## src/rtl/vga_pkg.sv

```systemverilog
`default_nettype none
// ============================================================================
// Module   : vga_pkg
// Purpose  : Raster geometry for the 1440x900@60 display path (88.75 MHz).
//            Start/stop values are compares on the *current* count: a flag
//            changes on the edge that leaves the compared count.
// Revision : 1.0 - initial release
// ============================================================================
package vga_pkg;

  localparam int HCOUNT_W = 11;
  localparam int VCOUNT_W = 11;

  typedef logic [HCOUNT_W-1:0] hcount_t;
  typedef logic [VCOUNT_W-1:0] vcount_t;

  // Horizontal geometry (1440 visible, 1600 total)
  localparam hcount_t HCOUNT_MAX        = 11'd1599;
  localparam hcount_t HBLNK_START_FRONT = 11'd1439;  // hblnk high from 1440
  localparam hcount_t HSYNC_START       = 11'd1487;  // hsync high from 1488
  localparam hcount_t HSYNC_STOP        = 11'd1519;  // hsync last high at 1519

  // Vertical geometry (900 visible, 926 total)
  localparam vcount_t VCOUNT_MAX        = 11'd925;
  localparam vcount_t VBLNK_START_FRONT = 11'd899;   // vblnk high from 900
  localparam vcount_t VSYNC_START       = 11'd902;   // vsync high from 903
  localparam vcount_t VSYNC_STOP        = 11'd933;   // runs past frame end

  // Smaller of two counts; keeps a window from wrapping into the next frame.
  function automatic logic [10:0] min_cnt(input logic [10:0] a,
                                          input logic [10:0] b);
    return (a < b) ? a : b;
  endfunction

  localparam hcount_t HSYNC_STOP_CLAMP = min_cnt(HSYNC_STOP, HCOUNT_MAX);
  localparam vcount_t VSYNC_STOP_CLAMP = min_cnt(VSYNC_STOP, VCOUNT_MAX);

endpackage
`default_nettype wire

```

## src/rtl/vga_window.sv

```systemverilog
`default_nettype none
// ============================================================================
// Module   : vga_window
// Purpose  : Registered set/clear window flag driven by equality compares on
//            the current count. Only moves on cycles where the count advances.
// Revision : 1.0 - initial release
// ============================================================================
module vga_window #(
  parameter int CNT_W = 11
) (
  input  logic             clk,
  input  logic             rst,
  input  logic [CNT_W-1:0] i_cnt,
  input  logic [CNT_W-1:0] i_start,
  input  logic [CNT_W-1:0] i_stop,
  input  logic             i_adv,
  output logic             o_flag
);

  logic r_flag;
  logic w_flag_nxt;

  // Stop wins over start; the clamped stop guarantees a clear at the wrap.
  always_comb begin
    w_flag_nxt = r_flag;
    if (i_adv) begin
      if (i_cnt == i_stop) begin
        w_flag_nxt = 1'b0;
      end else if (i_cnt == i_start) begin
        w_flag_nxt = 1'b1;
      end
    end
  end

  // Flag register, cleared by reset so no partial pulse survives a restart.
  always_ff @(posedge clk) begin
    if (rst) begin
      r_flag <= 1'b0;
    end else begin
      r_flag <= w_flag_nxt;
    end
  end

  assign o_flag = r_flag;

endmodule
`default_nettype wire

```

## src/rtl/vga_timing.sv

```systemverilog
`default_nettype none
// ============================================================================
// Module   : vga_timing
// Purpose  : Raster timing generator: pixel/line counters, blanking, sync,
//            display enable and line/frame start markers, all co-registered.
// Revision : 1.0 - initial release
// ============================================================================
module vga_timing
  import vga_pkg::*;
(
  input  logic                clk,
  input  logic                rst,
  output logic [HCOUNT_W-1:0] hcount,
  output logic [VCOUNT_W-1:0] vcount,
  output logic                hblnk,
  output logic                vblnk,
  output logic                hsync,
  output logic                vsync,
  output logic                de,
  output logic                line_start,
  output logic                frame_start
);

  if ((HBLNK_START_FRONT >= HCOUNT_MAX) || (HSYNC_START >= HCOUNT_MAX) ||
      (VBLNK_START_FRONT >= VCOUNT_MAX) || (VSYNC_START >= VCOUNT_MAX))
  begin : g_geom_check
    $error("vga_pkg: a window start compare is not below its count maximum");
  end

  // r_run is low on the first edge after reset so that edge presents 0,0.
  logic    r_run;
  hcount_t r_hcount;
  vcount_t r_vcount;
  logic    r_de;
  logic    r_line_start;
  logic    r_frame_start;

  logic    w_h_wrap;
  logic    w_v_wrap;
  hcount_t w_hcount_nxt;
  vcount_t w_vcount_nxt;
  logic    w_hblnk_nxt;
  logic    w_vblnk_nxt;

  // Next counter values; everything registered is derived from these.
  always_comb begin
    w_h_wrap     = r_run && (r_hcount == HCOUNT_MAX);
    w_v_wrap     = w_h_wrap && (r_vcount == VCOUNT_MAX);
    w_hcount_nxt = r_hcount;
    w_vcount_nxt = r_vcount;
    if (!r_run) begin
      w_hcount_nxt = '0;
      w_vcount_nxt = '0;
    end else begin
      w_hcount_nxt = w_h_wrap ? '0 : r_hcount + 11'd1;
      if (w_h_wrap) begin
        w_vcount_nxt = w_v_wrap ? '0 : r_vcount + 11'd1;
      end
    end
    // Next blanking state, needed here so de lines up with the counters.
    w_hblnk_nxt = r_run && !w_h_wrap &&
                  (hblnk || (r_hcount == HBLNK_START_FRONT));
    w_vblnk_nxt = r_run && !w_v_wrap &&
                  (vblnk || (w_h_wrap && (r_vcount == VBLNK_START_FRONT)));
  end

  // Counters and markers share one register stage with the window flags.
  always_ff @(posedge clk) begin
    if (rst) begin
      r_run         <= 1'b0;
      r_hcount      <= '0;
      r_vcount      <= '0;
      r_de          <= 1'b0;
      r_line_start  <= 1'b0;
      r_frame_start <= 1'b0;
    end else begin
      r_run         <= 1'b1;
      r_hcount      <= w_hcount_nxt;
      r_vcount      <= w_vcount_nxt;
      r_de          <= !w_hblnk_nxt && !w_vblnk_nxt;
      r_line_start  <= (w_hcount_nxt == '0);
      r_frame_start <= (w_hcount_nxt == '0) && (w_vcount_nxt == '0);
    end
  end

  vga_window #(.CNT_W(HCOUNT_W)) u_hblnk (
    .clk     (clk),
    .rst     (rst),
    .i_cnt   (r_hcount),
    .i_start (HBLNK_START_FRONT),
    .i_stop  (HCOUNT_MAX),
    .i_adv   (r_run),
    .o_flag  (hblnk)
  );

  vga_window #(.CNT_W(HCOUNT_W)) u_hsync (
    .clk     (clk),
    .rst     (rst),
    .i_cnt   (r_hcount),
    .i_start (HSYNC_START),
    .i_stop  (HSYNC_STOP_CLAMP),
    .i_adv   (r_run),
    .o_flag  (hsync)
  );

  vga_window #(.CNT_W(VCOUNT_W)) u_vblnk (
    .clk     (clk),
    .rst     (rst),
    .i_cnt   (r_vcount),
    .i_start (VBLNK_START_FRONT),
    .i_stop  (VCOUNT_MAX),
    .i_adv   (w_h_wrap),
    .o_flag  (vblnk)
  );

  vga_window #(.CNT_W(VCOUNT_W)) u_vsync (
    .clk     (clk),
    .rst     (rst),
    .i_cnt   (r_vcount),
    .i_start (VSYNC_START),
    .i_stop  (VSYNC_STOP_CLAMP),
    .i_adv   (w_h_wrap),
    .o_flag  (vsync)
  );

  assign hcount      = r_hcount;
  assign vcount      = r_vcount;
  assign de          = r_de;
  assign line_start  = r_line_start;
  assign frame_start = r_frame_start;

endmodule
`default_nettype wire

```

## config.mk

```make
export PLATFORM = sky130hd
export DESIGN_NAME = vga_timing
export DESIGN_NICKNAME = d
export VERILOG_FILES = /design/src/rtl/vga_pkg.sv /design/src/rtl/vga_window.sv /design/src/rtl/vga_timing.sv
export SDC_FILE = /design/constraint.sdc
export NUM_CORES = 1
export LEC_CHECK = 0
export BUFFER_PORTS_ARGS = -buffer_cell sky130_fd_sc_hd__buf_2
export CORE_MARGIN = 5
export CORE_UTILIZATION = 54
export DETAILED_ROUTE_END_ITERATION = 10
export PLACE_DENSITY = 0.78
export SYNTH_ARGS = -nofsm -noshare
export SYNTH_HDL_FRONTEND = slang
export SYNTH_SLANG_ARGS = --single-unit
```

## constraint.sdc

```tcl
create_clock -name clk -period 2.7 [get_ports clk]
set_input_delay 0.27 -clock clk [delete_from_list [all_inputs] [get_ports clk]]
set_output_delay 0.27 -clock clk [all_outputs]
set_load 0.02 [all_outputs]
```

# Yosys cells after proc, flatten, opt, wreduce, memory -nomap -nowiden
# Index checks and enable logic that the tools add are counted.
# word_totals
register_bits,30
output_inout_bits,29
word_cells,58
# op_classes
addsub,2
eq_ne,7
n_mux,14
reduce_logical,25
# ops
operator,count
$mux W11,5
$eq A11 B11 Y1 const B,4
$eq A11 B10 Y1 const B,3
$add A11 B1 Y11 const B,2
$logic_not A11 Y1,2
$logic_and A1 B1 Y1,9
$mux W1,9
$reduce_and A2 Y1,4
$reduce_bool A2 Y1,4
$logic_not A1 Y1,4
$logic_or A1 B1 Y1,2

# Depth between registers and ports, before layout
# Gate-level depths: netlist (run 1).
# logic_depth
depth_word,8
ltp_mapped,8
depth_no_buf,7

# Hierarchy
# Synthesis (run 1) repeated with hierarchy kept, for this count alone.
# hier_totals
cells_unflattened,325
area_unflattened_um2,2687.6
# modules_own_cells
mod,n_inst,cells_each,area_each_um2
vga_timing,1,197,1561.5
vga_window,4,32,281.5

# Worst setup path before layout (run 1)
# OpenSTA, ideal clock, no wires.
# synth_path
path_type,reg2reg
start,"register r_hcount[0], in the netlist hcount[0]"
end,"register r_frame_start, in the netlist frame_start"
t_arrival_ns,2.590
slack_ns,0.019
path_stages_with_launch,9
n_path_buf,1
period_less_slack_ns,2.681
path_cell_list,dfxtp_1 ha_1 nand3_1 or4_4 buf_6 o31a_1 nor4_2 nand4_1 a311oi_1
# synth_between
elab_chain_cells,8
word_cells_on_any_way,12
classes_between,add/sub (1); eq/ne (1); mux (5); reduce/logical (5)
# synth_lines
item,line_no,rtl
"start, declared",vga_timing.sv:32,hcount_t r_hcount;
"start signal, assigned",vga_timing.sv:78,r_hcount <= w_hcount_nxt;
"parallel branches: the longest is 7 deep, another holds $add A11 B1 Y11",n/a,
$logic_and A1 B1 Y1 *,vga_timing.sv:82,r_frame_start <= (w_hcount_nxt == '0) && (w_vcount_nxt == '0);
"end signal, assigned",vga_timing.sv:82,
"end, declared",vga_timing.sv:36,logic r_frame_start;
# Mark *: on every way between the ends.
# A chain may end at the register's enable or synchronous reset.

# Worst setup path in the final report (run 1)
# Ends and elaborated chain as after synthesis.

==> results of run 1 <==
[cell usage after synthesis, drive strengths merged (2+ instances only)]
master / number
a21oi: 5
xor2: 7
xnor2: 8
a211oi: 2
nand3: 9
ha: 4
nor2: 26
o31a: 2
nand4: 4
a31o: 2
nand4b: 3
a41oi: 2
o211a: 4
dfxtp: 30
clkbuf: 6
buf: 3
inv: 8
nand2: 17
and3: 4
o21ai: 5
a21boi: 2
nor3: 6
or4: 3
and4: 2
nor4: 11
[what timing repair did]
| action | 4_1_cts | 5_1_grt |
|---|---|---|
| buffers inserted | 0 | 1 |
| setup endpoints to repair | 0 | 1 |
| resized for setup | 0 | 2 |
[layout make-up]
type,instances,area share (%)
multi-input combinational,145,49.7
sequential,30,31.8
timing repair buffer,37,10.7
clock inverter,3,2.12
tap,31,2.06
clock buffer,5,1.99
inverter,8,1.59
[stage by stage]
stage / area, um2 / hold WS, ns / TNS (ns)
finish: 1890 / 0.202 / 0
global route: 1890 / 0.184 / -0.0774
CTS: 1860 / 0.179 / 0
detailed placement: 1790 / 0.494 / 0
global placement: 1790 / 0.458 / 0
floorplan: 1600 / 0.536 / 0
[routing by layer]
layer,vias to the layer above,part of all wire [%]
met3,20,7.7
met2,79,47
met4,0,2.4
li1,770,-
met1,771,43
met5,-,0
[kinds of logic (layout without fill, tap and decap cells)]
kind of cell    Yosys count  count (layout)  share of synthesized area (%)
buf+inv                  17              53                           5.00
mux                       1               1                          0.625
compound gates           32              32                           15.1
xor+xnor                 15              15                           8.20
fa+ha+maj                 4               4                           3.13
simple gates             92              93                           30.5
flops                    30              30                           37.5
[worst max-delay path by stage]
| stage | from | end | slack, ns |
|---|---|---|---|
| 2_1_floorplan | hcount[0] | frame_start | 0.02 |
| 3_3_place_gp | hcount[0] | frame_start | 0.27 |
| 3_5_place_dp | hcount[0] | frame_start | 0.12 |
| 4_1_cts | hcount[0] | frame_start | 0.09 |
| 5_1_grt | hcount[0] | frame_start | -0.08 |
| 6_report | hcount[0] | frame_start | 0.04 |
[flip-flops by register name, summed over array words and instances, names as in the netlist]
name	cells
de	1
frame_start	1
hcount	11
line_start	1
r_run	1
u_hblnk.o_flag	1
u_hsync.o_flag	1
u_vblnk.o_flag	1
u_vsync.o_flag	1
vcount	11
[cell usage in the layout (no fill, tap or decap), types with 3 or more instances in the layout]
master | netlist | routed
a21oi_1 | 5 | 5
and3_1 | 4 | 4
buf_2 | 1 | 30
buf_4 | 0 | 7
clkbuf_4 | 0 | 5
dfxtp_1 | 30 | 30
ha_1 | 4 | 4
inv_1 | 8 | 8
nand2_1 | 17 | 17
nand3_1 | 9 | 9
nand4_1 | 4 | 4
nand4b_1 | 3 | 3
nor2_1 | 26 | 26
nor3_1 | 6 | 6
nor4_1 | 10 | 9
o211a_1 | 4 | 4
o21ai_0 | 5 | 5
xnor2_1 | 8 | 8
xor2_1 | 7 | 7
[power by group through the flow]
stage	Sequential [mW]	Combinational [mW]	Clock, mW
6_report	0.452	0.0299	0.350
4_1_cts	0.452	0.0291	0.359
3_5_place_dp	0.462	0.0291	0
2_1_floorplan	0.467	0.0135	0
5_1_grt	0.453	0.0323	0.388
3_3_place_gp	0.462	0.0290	0
==> results.txt, run 1 <==
The chip height is approximately 64 um. Dividing the detail-routed wire length by the instance count gives approximately 16 um. The core region is about 2800 um2. The netlist area before placement came out at 1600 um2.

The worst IR drop on VDD came out at between 300 and 400 uV. For this run, the share of the core covered by cells in the final layout is about 67%. The worst setup slack after layout is a little under 0.04 ns. The total nets after synthesis came out at 197. The total area of multi-input combinational cells came out at ~940 um2.

The count of cell instances traversed by the critical path came out at 8. The count of port buffers added during placement came out at 30. Static timing analysis puts the maximum clock frequency at 376 MHz.

The final standard cell count with taps included and fillers excluded came out at 259. The worst min-delay path startpoint is rst. The register bit count reported by yosys came out at 30. The first global-routing pass estimated 6710 um of wire. The static leakage came out at slightly above 0.8 nW. The via count is approximately 1.6k. Of all flip-flops after synthesis, the portion carrying an async set or reset was 0%. The area growth from synthesis to layout came out at 17.8%.

TritonCTS built the clock tree. Sequential cells burn around 54% of the power. The met3 demand-to-capacity share in global routing is 6.04%. Traced cell by cell, the critical path runs through ha_1, nand3_1, buf_4, nor4_1, and4_1, xor2_1, o311a_1, a311oi_1. The global routing stage identified its most utilized layer as met2.

The endpoint identified for the worst register-to-register timing path is frame_start. The horizontal die dimension is 64.5 um. The cell depth of the worst hold path came out at 2.

The remaining antenna violation count after routing is 0. The clock root buffer master is clkbuf_4. The family with the most delay on the worst path is simple AND/OR/NAND/NOR gates. The cell at the slowest stage of the critical path is nor4_1. The kind of critical path is reg2reg. The fraction of final layout cells sized beyond drive strength 1 came out at a little under a quarter. The final weighted congestion in routability-driven placement is 0.890. The count of pins over their slew limit came to 0. The type of the tightest min-delay check is in2reg. Measured against its own limit, the worst slew margin works out to between 60% and 70%. The antenna diode count is 0.

The buffer levels on the longest clock path is 2. The clock transition at the registers of the reported paths is ~0.1 ns. The internal portion of the total power is approximately 0.65 mW. The minimum setup slack among reg-to-reg paths is 0.04 ns. Data on the critical path is required at its endpoint by slightly below 3 ns. The number of standard cells after synthesis came out at 191.

Summed over its instances, the top area cell type makes up a little under two fifths of the synthesized netlist area. The pre-CTS setup slack is roughly 0.12 ns. The total routed wirelength is 4150 um. The worst setup path is launched from a flop. The initial standard-cell utilization of the core came out at ~57%. The net switching power of the design is ~0.18 mW. Summed over all instances, the cell type with the most area after synthesis is dfxtp_1. The number of sinks on the clock net came out at 30.

The count of endpoints failing setup in the final report came out at 0. The critical path's largest stage delay came out at around 0.50 ns. The count of maximum capacitance violations is 0. The global routing usage on met2 came out at 31.3%. The arrival time of the worst setup path is 2.89 ns.

The first detailed-routing pass took 5 iterations. For this run the aggregate overflow at the end of global routing stands at 0. The share of the clock period used by the worst path after layout is between 90% and 100%. The via count of the first global-routing pass came to between 1k and 1.5k. The fill cell instance count of the final layout is between 200 and 250. The maximum number of pins on one net before global-route repair is 19. The actual slew at the worst max-slew pin came out at ~0.54 ns.

The count of nets after finishing came out at roughly 230. The clock latency at the later pin of the worst-skew pair is approximately 0.33 ns. The worst register-to-register path begins at hcount[0]. The run finished with clean final reports. The initial DRC count is 145.

For this design the ratio of total power to cell area is about 440 nW/um2. In this run, synthesis inferred 0 flip-flops with an integrated enable. The CTS H-tree depth is 2.

In this run the core area contains 19 standard-cell rows. The post-synthesis cell type count came out at 44. The relative contribution of combinational cells to total power is under 10%. The count of yosys warnings during synthesis is 0. For the final database, setup skew stands at ~0.012 ns. The critical path buffer and inverter count is 1. The maximum fanout encountered on the critical timing path is 8.

The met1 usage came out at 26.6%. The kind of end point of the critical path is a flop. After synthesis, the cell types taking the most area are dfxtp_1 (38%), nor2_1 (6.1%), xnor2_1 (4.4%). The overall power came out at around 0.83 mW. Sequential elements use a little under two fifths of the synthesized area. The overall fraction of global-route tracks in use is between 20% and 30%.

The part of the power in the clock network came out at a little over two fifths. The hold buffer count at CTS came out at 0. The count of cells along the worst register-to-register path came out at 8. In this run, CTS created clock tree buffers numbering 5.

Summed over all nets, the half-perimeter wirelength after detailed placement is between 2000 and 3000 um. The hold violation count in the final report came out at 0. The switching part of the total power came out at 22.1%.

The average footprint of a synthesized cell came out at 8.39 um2. The minimum period implied by the final worst setup slack came out at 2.66 ns. The initial antenna violation count came to 0. After detailed placement, the design holds a cell count of 249.

For this run, the leading register cell type out of synthesis is dfxtp_1. The area enclosed by the die boundary came out at 4160 um2. In the routed design, unresolved DRC markers number 0.

During I/O placement, the number of pins put on the boundary was 31. Registers take 601 um2. Using the TritonRoute via totals, the vias-per-cell ratio works out to roughly 6.3. The terminating pin of the worst hold path is r_run.
(Power assumes the default switching activity.)
==> run 2, diff against run 1 <==
--- a/config.mk
+++ b/config.mk
@@ -6,10 +6,11 @@
 export NUM_CORES = 1
 export LEC_CHECK = 0
 export BUFFER_PORTS_ARGS = -buffer_cell sky130_fd_sc_hd__buf_2
-export CORE_MARGIN = 5
+export CORE_MARGIN = 1
 export CORE_UTILIZATION = 54
 export DETAILED_ROUTE_END_ITERATION = 10
 export PLACE_DENSITY = 0.78
+export SLEW_MARGIN = 20
 export SYNTH_ARGS = -nofsm -noshare
 export SYNTH_HDL_FRONTEND = slang
 export SYNTH_SLANG_ARGS = --single-unit
==> results.txt, run 2 (same netlist as run 1, synthesis figures left out) <==
The worst setup path is captured at a flop. The worst IR drop on VDD was 728 uV (+110%). The count of maximum capacitance violations came out at 0 (unchanged). The final standard cell count with taps included and fillers excluded came out at 259 (unchanged). The initial antenna violation count came to 0 (unchanged). The share of the clock period used by the worst path after layout came out at 94.5% (-4.1 points). The library cells used most frequently in the layout, excluding fill and tap cells, are buf_2 (30), dfxtp_1 (29), nor2_1 (26). The post-placement cell area is 1800 um2 (+0.84%). The overall fraction of global-route tracks in use came out at 24.7% (+4.5 points). The fraction of final layout cells sized beyond drive strength 1 came out at 23.7% (+0.44 points). The area growth from synthesis to layout is 19.8%. The via count of the first global-routing pass is 1,249 (-10%).

The average wire length per cell after detail routing came out at 14.5 um (-9.5%). The pre-CTS setup slack is 0.128 ns (+0.0120 ns). The actual slew at the worst max-slew pin came out at 0.476 ns (-0.0674 ns). The final design area excluding fillers is 1920 um2 (+1.7%). The total DRC errors in the routed layout is 0 (unchanged). The cell depth of the worst hold path came out at 2 (unchanged).

The horizontal die dimension was 56.5 um (-12%). The worst setup path is launched from a flop. The arrival time of the worst setup path is 2.80 ns (-0.09 ns).

The critical path buffer and inverter count came out at 0 (-1). The count of nets after finishing came to 233 (unchanged). The CTS H-tree depth is 2 (unchanged). The count of endpoints failing setup in the final report came out at 0 (unchanged). TritonCTS built the clock tree. The critical path starts at hcount[6]. The count of pins over their slew limit is 0 (unchanged). The initial standard-cell utilization of the core is 57.6% (+0.49 points). The antenna diode count was 0 (unchanged). The cell sitting at the root of the clock tree is a clkbuf_4. The worst setup slack after layout was 0.149 ns (+0.110 ns). The minimum setup slack among reg-to-reg paths came out at 0.15 ns (+0.11 ns).

The clock latency at the later pin of the worst-skew pair is 0.34 ns (about the same). The via count is 1,556 (-5.1%). The buffer levels on the longest clock path is 2 (unchanged). The static leakage came out at 0.830 nW (+2.4%).

The kind of critical path is reg2reg. The minimum period implied by the final worst setup slack came to 2.55 ns (-0.110 ns). The first-pass GRT wire length came out at 6120 um (-8.8%). The maximum number of pins on one net before global-route repair came out at 19 (unchanged).

The final core area utilization is 69.0% (+1.7 points). The buffers inserted during post-CTS setup optimization came out at 0 (unchanged). The chip height came out at 56.5 um (-12%).

The number of rows created at floorplan came out at 19 (unchanged). The slowest stage of the critical path is the or4_4 cell. The highest clock frequency the design can meet is 392 MHz (+4.3%).

The critical path's largest stage delay is 0.61 ns (+0.11 ns). The data required time of the critical path came out at 2.95 ns (+0.02 ns). The area enclosed by the die boundary is 3190 um2 (-23%). In this run the most critical hold path is launched from rst. The most common cell after layout, fill and taps aside is buf_2. The power density over the cells is 500 nW/um2 (+14%). The average vias per placed instance came out at 6.01 (-5.1%). The worst reg2reg path startpoint is hcount[6]. The number of iterations in the first detailed-routing pass is 4 (-1). The type of the tightest min-delay check is in2reg. The worst register-to-register path ends at frame_start.

The initial DRC count came out at 80 (-45%). The worst hold path terminates at r_run. The number of sinks on the clock net came out at 30 (unchanged).

The final weighted congestion in routability-driven placement is 0.877 (-1.4%). The number of buffers created by CTS is 5 (unchanged). The final hold slack was 0.211 ns (+0.00910 ns). The kind of cell with the highest combined delay along the critical path is simple AND/OR/NAND/NOR gates. The HPWL reported at the end of detailed placement is 2740 um (-6.5%). The count of port buffers added during placement came out at 30 (unchanged). The final sum of negative setup slack is 0 ns (unchanged). The number of placed I/O pins came out at 31 (unchanged). The count of cells along the worst register-to-register path came out at 6 (-2). The core area is 2780 um2 (-0.85%). Setup repair after global routing left no endpoint under its margin.

The hold violation count in the final report came out at 0 (unchanged). The run finished with clean final reports. The remaining antenna violation count after routing came out at 0 (unchanged). The clock transition at the registers of the reported paths was 0.10 ns (about the same). The number of placed cells counting well taps came out at 251 (+0.80%). Traced cell by cell, the critical path runs through or3b_4, or4_4, o31a_1, nor4_2, nand4_1, a311oi_1. The worst clock skew is 0.0110 ns (-0.000948 ns).

The maximum fanout encountered on the critical timing path came out at 18 (+10). The total routed wirelength is 3760 um (-9.5%). The worst relative slew slack is 67.4% (+4.0 points). The overall power came to 0.960 mW (+15%). The leftover overflow at the end of global routing came out at 0 (unchanged).
[run 2: where the power goes]
part	switching (mW)	total (mW)	internal (mW)
combinational	0.0222	0.0317	0.00955
clock	0.163	0.477	0.314
sequential	0.00369	0.451	0.448
[run 2: cell type report]
| class | instances | area (um2) |
|---|---|---|
| Tap cell | 31 | 38.8 |
| Sequential cell | 30 | 602 |
| Inverter | 8 | 30.0 |
| Fill cell | 240 | 862 |
| Multi-Input combinational cell | 144 | 927 |
| Timing Repair Buffer | 38 | 210 |
| Clock inverter | 2 | 60.1 |
| Clock buffer | 6 | 51.3 |
[run 2: timing repair]
item,CTS,global route
hold buffers,0,0
resized for setup,0,2
setup endpoints to repair,0,1
[run 2: worst max path at each step]
stage / cells past startpoint / slack [ns] / endpoint
final: 6 / 0.15 / frame_start
after CTS: 7 / 0.11 / frame_start
after global placement: 6 / 0.25 / frame_start
after floorplan: 8 / 0.02 / frame_start
after detailed placement: 7 / 0.13 / frame_start
after global routing: 7 / 0.04 / frame_start
[run 2: layer usage]
layer / up-vias / part of all wire (%) / GRT usage [%]
met5: - / 0 / 0
met1: 701 / 47 / 37.4
li1: 771 / - / -
met2: 78 / 43 / 32.8
met3: 6 / 7.7 / 7.14
met4: 0 / 1.5 / 8.36
==> run 3, diff against run 2 <==
==> constraint.sdc (replaced) <==
create_clock -name clk -period 2.7 [get_ports clk]
set_input_delay 0.27 -clock clk [delete_from_list [all_inputs] [get_ports clk]]
set_output_delay 0.27 -clock clk [all_outputs]
set_load 0.1 [all_outputs]
==> results.txt, run 3 (same netlist as run 1, synthesis figures left out) <==
The final design area excluding fillers is 1880 um2 (-1.8%). The minimum period implied by the final worst setup slack was 2.47 ns (-0.0832 ns). The family with the most delay on the worst path is simple AND/OR/NAND/NOR gates. The total routed wirelength is 3690 um (-1.8%).

The average wire length per cell after detail routing was 14.5 um (-0.22%). The first-pass GRT wire length came out at 6190 um (+1.1%). The leftover overflow at the end of global routing is 0 (unchanged). The worst IR drop on VDD came out at 476 uV (-35%). The CTS H-tree depth is 2 (unchanged). The share of the clock period used by the worst path after layout is 91.4% (-3.1 points). The data required time of the critical path came out at 2.95 ns (about the same).

The horizontal die dimension came out at 56.5 um (unchanged). The TritonCTS clock tree is done. The count of maximum capacitance violations is 0 (unchanged). The count of nets after finishing is 229 (-1.7%). The power density over the cells is 444 nW/um2 (-11%). The pre-CTS setup slack is 0.260 ns (+0.132 ns).

The number of resized instances in the post-cts repair step is 0 (unchanged). The fill cell instance count of the final layout was 240 (unchanged). The critical path buffer and inverter count is 0 (unchanged). The worst relative slew slack came out at 57.0% (-10 points). The critical path's largest stage delay is 0.61 ns (about the same). Setup repair after global routing left no endpoint under its margin.

The number of sinks on the clock net is 30 (unchanged). The buffer levels on the longest clock path came out at 2 (unchanged). The initial standard-cell utilization of the core came to 57.6% (unchanged). The kind of end point of the critical path is a flop. The remaining antenna violation count after routing is 0 (unchanged).

The critical path goes through or3b_4, or4_4, o31a_1, nor4_2, nand4_1, a311oi_1. The clock transition at the registers of the reported paths came out at 0.09 ns (about the same). The chip height came out at 56.5 um (unchanged). The overall power was 0.837 mW (-13%). The final weighted congestion in routability-driven placement is 0.888 (+1.3%).

The kind of critical path is reg2reg. The static leakage came out at 0.802 nW (-3.4%). The cell sitting at the root of the clock tree is a clkbuf_4. The number of placed cells counting well taps is 247 (-1.6%). The run finished with clean final reports. The total DRC errors in the routed layout came out at 0 (unchanged). The via count of the first global-routing pass came out at 1,347 (+7.8%).

The count of endpoints failing setup in the final report is 0 (unchanged). The clock latency at the later pin of the worst-skew pair was 0.34 ns (about the same). The number of placed I/O pins came out at 31 (unchanged).

The post-placement cell area is 1810 um2 (+0.28%). The final hold slack is 0.200 ns (-0.0117 ns). The maximum number of pins on one net before global-route repair came out at 19 (unchanged). The core area was 2780 um2 (unchanged).

The initial DRC count was 99 (+24%). The number of rows created at floorplan came to 19 (unchanged). Leaving out fill and tap cells, the most frequent cells in the layout are buf_2 (30), nor2_1 (26), dfxtp_1 (18). The total area of multi-input combinational cells came to 926 um2 (-0.13%).

The min-delay analysis places its worst path in the category in2reg. The arrival time of the worst setup path was 2.72 ns (-0.08 ns). The final core area utilization is 67.7% (-1.3 points).

The worst setup path is launched from a flop. The count of pins over their slew limit came out at 0 (unchanged). The average vias per placed instance came out at 6.06 (+0.85%). On the critical path, the stage with the largest delay is an instance of or4_4.

The hold buffer count at CTS is 0 (unchanged). The final standard cell count with taps included and fillers excluded is 255 (-1.5%). The number of iterations in the first detailed-routing pass came out at 4 (unchanged).

The highest clock frequency the design can meet came out at 405 MHz (+3.4%). The final sum of negative setup slack came out at 0 ns (unchanged). The fraction of final layout cells sized beyond drive strength 1 came out at 27.2% (+3.5 points). The number of buffers created by CTS came to 5 (unchanged). The overall fraction of global-route tracks in use came out at 25.0% (+0.38 points).

The area enclosed by the die boundary came out at 3190 um2 (unchanged). The count of port buffers added during placement came to 30 (unchanged). The minimum setup slack among reg-to-reg paths is 0.23 ns (+0.08 ns). The actual slew at the worst max-slew pin is 0.629 ns (+0.153 ns). From synthesis to final layout, the design area changed by 17.7%. The antenna diode count came out at 0 (unchanged). The buffers inserted during post-CTS setup optimization came to 0 (unchanged). The worst setup slack after layout came to 0.232 ns (+0.0832 ns).

The area taken by flip-flops and latches came out at 631 um2 (+4.8%). The library cell used most frequently in the layout, excluding fill and tap cells, is buf_2. The initial antenna violation count is 0 (unchanged). The HPWL reported at the end of detailed placement was 2750 um (+0.52%). The via count came out at 1,545 (-0.71%). The maximum fanout encountered on the critical timing path came out at 18 (unchanged). The worst clock skew came out at 0.00775 ns (-0.00328 ns).

The hold violation count in the final report is 0 (unchanged).
run 3: changes by cell type in the layout (fill, tap and decap cells not counted), sizes merged:
| cell | previous run | this run |
|---|---|---|
| buf | 38 | 34 |
| bufinv | 2 | 0 |
| clkbuf | 6 | 8 |
run 3: final cells by class:
type / count / share of cell area (%)
Tap cell: 31 / 2.06
Sequential cell: 30 / 33.5
Inverter: 8 / 1.59
Multi-Input combinational cell: 144 / 49.1
Clock buffer: 8 / 4.18
Timing Repair Buffer: 34 / 9.56
run 3: metal layers:
metal	part of all wire, %	track usage (%)	up-vias
met2	46	36.1	55
met1	46	34.3	718
met4	1.8	11.1	0
met3	6.6	7.37	8
li1	-	-	764
met5	0	0	-
run 3: power breakdown:
| group | internal (mW) | switching [mW] |
|---|---|---|
| combinational | 0.00856 | 0.0499 |
| sequential | 0.442 | 0.00291 |
| clock | 0.178 | 0.155 |
| total | 0.629 | 0.208 |
run 3: path summary, 6_finish.rpt:
kind	start	cells past startpoint	end
setup / recovery	hcount[6]	6	frame_start
hold reg to reg	hcount[0]	1	hcount[0]
hold / removal	rst	2	r_run
setup reg to reg	hcount[6]	6	frame_start
run 3: worst reg2reg max path, cell delays in order (launching register included):
cell	delay, ns
dfxtp_2	0.37
or3b_4	0.41
or4_4	0.61
o31a_1	0.35
nor4_2	0.26
nand4_1	0.12
a311oi_1	0.26
